==> src/rtl/comparator_serial.sv <==
// comparator_serial
//
// Bit-serial magnitude comparator. A request captures operands a and b, then
// the block walks from the MSB down, one bit per clock, and stops at the first
// bit position where the operands differ. The result (gt/lt/eq) and the number
// of bit positions examined are registered and held until the next accept.
//
// Parameters
//   WIDTH   operand width in bits (>= 2)
//   SIGNED  1: two's-complement compare, 0: unsigned compare
//
// Ports
//   clk          clock, all state updates on the rising edge
//   rst_n        synchronous active-low reset
//   start_valid  request to compare a against b
//   start_ready  high only while idle; a request is accepted when both are high
//   a, b         operands, sampled on accept
//   busy         high while the scan is in progress
//   done         one-cycle pulse, result valid
//   gt, lt, eq   registered result, exactly one set after a completed compare
//   bits_used    bit positions examined for the last result
module comparator_serial #(
  parameter int unsigned WIDTH  = 32,
  parameter bit          SIGNED = 1'b1
) (
  input  logic                     clk,
  input  logic                     rst_n,
  input  logic                     start_valid,
  output logic                     start_ready,
  input  logic [WIDTH-1:0]         a,
  input  logic [WIDTH-1:0]         b,
  output logic                     busy,
  output logic                     done,
  output logic                     gt,
  output logic                     lt,
  output logic                     eq,
  output logic [$clog2(WIDTH):0]   bits_used
);

  localparam int unsigned IdxW = $clog2(WIDTH);
  localparam int unsigned CntW = IdxW + 1;
  localparam logic [IdxW-1:0] IdxMsb = IdxW'(WIDTH - 1);

  if (WIDTH < 2) begin : g_bad_width
    $error("comparator_serial: WIDTH must be at least 2");
  end

  typedef enum logic [1:0] {
    StIdle,
    StScan,
    StDone
  } state_e;

  state_e              state_q;
  logic [WIDTH-1:0]    a_q;
  logic [WIDTH-1:0]    b_q;
  logic [IdxW-1:0]     idx_q;

  // Bit pair under examination this cycle.
  logic bit_a;
  logic bit_b;
  logic at_msb;
  logic at_lsb;
  logic msb_is_sign;

  always_comb begin
    bit_a       = a_q[idx_q];
    bit_b       = b_q[idx_q];
    at_msb      = (idx_q == IdxMsb);
    at_lsb      = (idx_q == '0);
    // Only the top bit of a signed operand carries negative weight.
    msb_is_sign = SIGNED && at_msb;
  end

  always_ff @(posedge clk) begin
    if (!rst_n) begin
      state_q     <= StIdle;
      a_q         <= '0;
      b_q         <= '0;
      idx_q       <= '0;
      start_ready <= 1'b1;
      busy        <= 1'b0;
      done        <= 1'b0;
      gt          <= 1'b0;
      lt          <= 1'b0;
      eq          <= 1'b0;
      bits_used   <= '0;
    end else begin
      unique case (state_q)
        StIdle: begin
          if (start_valid && start_ready) begin
            a_q         <= a;
            b_q         <= b;
            idx_q       <= IdxMsb;
            bits_used   <= '0;
            gt          <= 1'b0;
            lt          <= 1'b0;
            eq          <= 1'b0;
            start_ready <= 1'b0;
            busy        <= 1'b1;
            state_q     <= StScan;
          end
        end

        StScan: begin
          bits_used <= bits_used + CntW'(1);
          if (bit_a != bit_b) begin
            // A set sign bit marks the smaller operand; anywhere else a set
            // bit marks the larger one.
            if (msb_is_sign) begin
              gt <= bit_b;
              lt <= bit_a;
            end else begin
              gt <= bit_a;
              lt <= bit_b;
            end
            busy    <= 1'b0;
            done    <= 1'b1;
            state_q <= StDone;
          end else if (at_lsb) begin
            eq      <= 1'b1;
            busy    <= 1'b0;
            done    <= 1'b1;
            state_q <= StDone;
          end else begin
            idx_q <= idx_q - IdxW'(1);
          end
        end

        StDone: begin
          // Requests seen in this cycle are not accepted; start_ready only
          // rises for the following idle cycle.
          done        <= 1'b0;
          start_ready <= 1'b1;
          state_q     <= StIdle;
        end

        default: begin
          done        <= 1'b0;
          busy        <= 1'b0;
          start_ready <= 1'b1;
          state_q     <= StIdle;
        end
      endcase
    end
  end

  // Exactly one result flag accompanies every done pulse.
  a_result_onehot : assert property (
    @(posedge clk) disable iff (!rst_n) done |-> $onehot({gt, lt, eq})
  );

  // done is a single-cycle pulse.
  a_done_pulse : assert property (
    @(posedge clk) disable iff (!rst_n) done |=> !done
  );

  // busy and start_ready are never high together.
  a_ready_busy_excl : assert property (
    @(posedge clk) disable iff (!rst_n) !(busy && start_ready)
  );

endmodule

==> config.mk <==
export PLATFORM = sky130hd
export DESIGN_NAME = comparator_serial
export DESIGN_NICKNAME = d
export VERILOG_FILES = /design/src/rtl/comparator_serial.sv
export SDC_FILE = /design/constraint.sdc
export NUM_CORES = 1
export LEC_CHECK = 0
export ABC_CLOCK_PERIOD_IN_PS = 3100
export CORE_MARGIN = 8
export CORE_UTILIZATION = 53
export CTS_BUF_LIST = sky130_fd_sc_hd__clkbuf_8
export DETAILED_ROUTE_END_ITERATION = 16
export GPL_ROUTABILITY_DRIVEN = 0
export GPL_TIMING_DRIVEN = 0
export PLACE_DENSITY = 0.87
export SLEW_MARGIN = 20
export SYNTH_ARGS = -nofsm -noshare
export SYNTH_HDL_FRONTEND = slang
export SYNTH_SLANG_ARGS = --single-unit
==> constraint.sdc <==
create_clock -name clk -period 3.1 [get_ports clk]
set_input_delay 0.62 -clock clk [delete_from_list [all_inputs] [get_ports clk]]
set_output_delay 0.62 -clock clk [all_outputs]
set_load 0.05 [all_outputs]
After elaboration in Yosys (flattened, before gate mapping)
Cells that the tools add are included.

Add/sub/neg operators: 2. $mul: 0. Divide/modulo/power cells: 0. Magnitude comparators: 1. Eq/ne operators: 10. Shifts and indexed selects: 0. Multiplexer cells: 31. Bitwise gates (word level): 3. Reduce and logical (&&, ||, !) cells: 13.

Operators with widths (count): two-way mux 5 bit (3); two-way mux 1 bit (13); one-hot mux 6 bit (2 select lines) (1); binary-select mux 1 bit (select 5 bit) (2); inequality test 2 bit (second input constant) (5); one-hot mux 1 bit (2 select lines) (5); one-hot mux 5 bit (2 select lines) (1); AND reduction 2 bit (5); AND reduction 4 bit (2); adder 6 x 1 -> 6 bit (second input constant) (1); less-than comparator 5 x 6 -> 1 bit (second input constant) (1); two-way mux 2 bit (3); two-way mux 6 bit (1); AND reduction 3 bit (2); == test 5 bit (second input constant) (1); zero test 5 bit (1); subtractor 5 x 1 -> 5 bit (second input constant) (1); one-hot mux 2 bit (2 select lines) (1); inequality test 3 bit (second input constant) (1); inverter 1 bit (3); one-hot mux 1 bit (3 select lines) (1); == test 2 x 1 -> 1 bit (second input constant) (1); == test 2 bit (second input constant) (1); zero test 2 bit (1); 3 further kinds (3).

Register bits after elaboration: 83. Latch bits: 0. RAM bits: 0. Bits in read-only memories: 0. Bits of input ports: 67. Output and inout bits: 12. Logic and storage cells: 71. Memories kept: 0.

Longest topological paths before layout
Word-level depth: 5. Mapped depth: 9. Depth with buffers taken out: 7.

Least setup slack after synthesis
OpenSTA, ideal clock, no wires.

Path type: reg-to-reg. From: reg idx_q[0]. To: reg idx_q[4]. Library setup time: 0.122 ns. Arrival time: 2.166 ns. Data required time: 2.978 ns. Setup slack: 0.812 ns. Stages on the path, launching flop included: 9. Buffers on the path: 2. Period minus slack after synthesis: 2.288 ns. Path through: dfxtp_1 > buf_6 > buf_12 > mux4_2 > a22oi_2 > a21oi_4 > xnor2_2 > nand2_2 > o311a_1.

Cells in the longest elaborated chain, start to end: 5. Elaborated cells on any way between the ends: 13. Those cells by class: add/sub (1); eq/ne (3); mux (7); reduce/logical (2).

RTL lines: from (decl) (RTL line 57) `logic [IdxW-1:0] idx_q;`; from (signal assigned) (RTL line 94) `idx_q <= IdxMsb;`; from (signal assigned) (RTL line 126) `idx_q <= idx_q - IdxW'(1);`; binary-select mux 1 bit (select 5 bit) (on tied branches) (RTL line 67, 68); two-way mux 1 bit (on tied branches) (RTL line 67, 68); inequality test 1 bit (RTL line 107) `if (bit_a != bit_b) begin`; inequality test 2 bit (no line); AND reduction 4 bit (no line).

Several ways; a longest one is shown, not always the timed one. The select of a mux whose other input is x is not followed. A chain may end at the register's enable or synchronous reset.

Final worst setup path
From: reg idx_q[2]. To: reg idx_q[4].

The elaborated chain is that of the path after synthesis.

==> results.py <==
metrics = {
    "global_routing": {
        "grt_usage_pct": 20.1,
        "grt_pass1_vias": 3408,
        "grt_max_degree": 14,
        "overflow": 0,
        "antenna_found_initial": 0,
        "grt_pass1_wl_um": 16100,
    },
    "yosys": {
        "yosysSeqAreaShare_pct": 44.3,
        "synth-edff-count": 0,
        "synth-main-ff-cell": "dfxtp_1",
        "synth_top_area_share_pct": 44.3,
        "synthArstFlopShare_pct": 0,
        "netlist_instances": 431,
        "synth_area_leaders": "dfxtp_1 (44%), nand2_1 (13%), a21oi_1 (9.7%)",
        "synth_area_leader_cell": "dfxtp_1",
        "synth_warnings": 0,
        "ys_types": 52,
        "syn_nets": 502,
        "syn_avg_cell_area_um2": 8.71,
        "yosys_register_bits": 83,
        "synth_area_um2": 3750,
    },
    "cts": {
        "clkSinkCount": 83,
        "cts_max_level": 3,
        "postCtsResizedCells": 0,
        "cts_tree": "built",
        "cts_buffer_depth": 2,
        "cts_buffers": 9,
        "post_cts.repair.setup_buffers": 0,
        "holdBufCountCts": 0,
        "ctsRootBufferMaster": "clkbuf_8",
        "clk-insertion-delay-late_ns": 0.37,
        "path_clk_slew_ns": 0.08,
    },
    "pwr": {
        "irDropWorstVdd_mv": 0.333,
        "power_frac_comb_pct": 36.1,
        "power_density_nw_per_um2": 700,
        "internal_power_mw": 2.21,
        "p_switching_mw": 1.20,
        "p_leak_nw": 1.80,
        "fin_total_pwr_mw": 3.42,
        "p_clk_share_pct": 25.8,
        "switching_share_pct": 35.2,
        "power_frac_seq_pct": 38.1,
    },
    "floorplanning": {
        "design.core.area_um2": 6830,
        "initial_core_util_pct": 54.9,
        "die-height_um": 100,
        "fp-row-count": 30,
        "die_area_um2": 10000,
        "io_pins": 79,
        "fp.dieW_um": 100,
    },
    "detailed_routing": {
        "routed_wl_um": 9700,
        "drt_iter0_markers": 159,
        "ant_nets": 0,
        "vias_per_cell": 5.56,
        "route.detailed.drc": 0,
        "vias": 3451,
        "wl_per_cell_um": 15.6,
        "drt-pass1-iter-count": 7,
    },
    "final_layout": {
        "diodes": 0,
        "final_common_cell": "nand2_1",
        "nNetsFinal": 591,
        "drive_above_1_share_pct": 10.1,
        "area_growth_pct": 30.1,
        "most-common-layout-cells": "nand2_1 (131), dfxtp_1 (83), clkdlybuf4s50_1 (78)",
    },
    "sta": {
        "rsz0062_at_grt": "no",
        "max_clock_freq_mhz": 361,
        "slew_headroom_pct": 53.6,
        "clock_skew_ns": 0.00647,
        "drv_slew": 0,
        "finalCritPeriodShare_pct": 89.4,
        "tightest_slew_ns": 0.696,
        "setup_viol": 0,
        "min_period_ns": 2.77,
        "hold_viol_final": 0,
        "setup_tns_ns": 0,
    },
    "hold_path": {
        "hp-class": "reg2reg",
        "min_from": "a_q[25]",
    },
    "worst_setup_path": {
        "cp.required_ns": 3.36,
        "cp-end-kind": "flip-flop",
        "r2r_start": "idx_q[2]",
        "cp_max_fo": 10,
        "crit_start": "idx_q[2]",
        "crit_path_start_kind": "flip-flop",
        "worst-setup-path-type": "reg2reg",
        "crit_arrival_ns": 3.03,
    },
    "placement": {
        "dp_hpwl_um": 7240,
        "portBuffers": 78,
    },
    "job": {
        "cap_violations": 0,
    },
    "run_status": {
        "status": "complete, no violations",
    },
}
==> synthesized netlist by cell type (3+ instances only) <==
library cell / number
a21oi_1: 73
a31oi_1: 3
and3_1: 3
buf_6: 3
clkbuf_1: 22
clkbuf_4: 3
dfxtp_1: 83
ha_1: 4
inv_1: 3
mux2i_1: 10
mux4_2: 11
nand2_1: 131
nand3_1: 7
nand4_1: 4
nor2_1: 14
nor3_1: 4
o21ai_0: 6
o311a_1: 4
==> worst max-delay path, stage by stage, from the launching register on <==
cell      delay (ns)
dfxtp_1         0.34
buf_6           0.14
clkbuf_1        0.48
mux4_2          0.44
a31oi_2         0.27
a21oi_4         0.13
xnor2_2         0.36
nand2_2         0.15
o311a_1         0.35
==> logic make-up (layout without fill, tap and decap cells) <==
logic type	Yosys count	after routing	synth area share [%]
AOI/OAI and AO/OA	106	106	18.0
muxes	22	22	9.97
DFF	83	83	44.3
adders and majority gates	4	4	1.33
and+or+nand+nor	177	177	20.3
xor gates and xnor gates	2	2	0.867
buffers and inverters	37	131	5.17
==> layer usage <==
| metal | global-route usage [%] | up-vias | share of wire, % |
|---|---|---|---|
| met4 | 12.6 | 0 | 3.3 |
| met3 | 4.98 | 31 | 6.7 |
| met2 | 32.3 | 155 | 48 |
| li1 | - | 1676 | - |
| met5 | 0 | - | 0 |
| met1 | 23.6 | 1589 | 42 |
==> flip-flops by register name (all words and copies together), names as in the netlist <==
signal       cells
a_q             32
b_q             32
bits_used        6
idx_q            5
state_q          2
busy             1
done             1
eq               1
gt               1
lt               1
start_ready      1
==> path summary, 6_finish.rpt <==
kind | slack [ns] | depth (start not counted) | endpoint
max | 0.33 | 8 | idx_q[4]
min | 0.46 | 2 | a_q[25]
max reg2reg | 0.33 | 8 | idx_q[4]
min reg2reg | 0.46 | 2 | a_q[25]
==> power by group through the flow <==
stage | Sequential [mW] | Combinational [mW] | Clock (mW)
floorplan | 1.37 | 0.820 | 0
global placement | 1.32 | 1.18 | 0
detailed placement | 1.32 | 1.21 | 0
CTS | 1.30 | 1.22 | 0.880
global route | 1.32 | 1.33 | 0.929
finish | 1.30 | 1.23 | 0.883
==> cell type report <==
cell class	instances	area [um^2]
Fill cell	547	1950
Clock inverter	5	76.3
Tap cell	96	120
Multi-Input combinational cell	311	1900
Clock buffer	11	151
Inverter	4	15.0
Sequential cell	83	1660
Buffer	33	179
Timing Repair Buffer	78	781
==> metrics by stage <==
step	instance area (um^2)	setup WS (ns)	utilization (%)	cells	hold WS (ns)
2_1_floorplan	3750	0.812	-	431	0.432
3_3_place_gp	4650	0.387	68.1	605	0.439
3_5_place_dp	4650	0.313	68.1	605	0.442
4_1_cts	4880	0.428	71.4	621	0.454
5_1_grt	4880	0.294	71.4	621	0.475
6_report	4880	0.329	71.4	621	0.456
No activity file was read; power rests on OpenSTA's default activity.
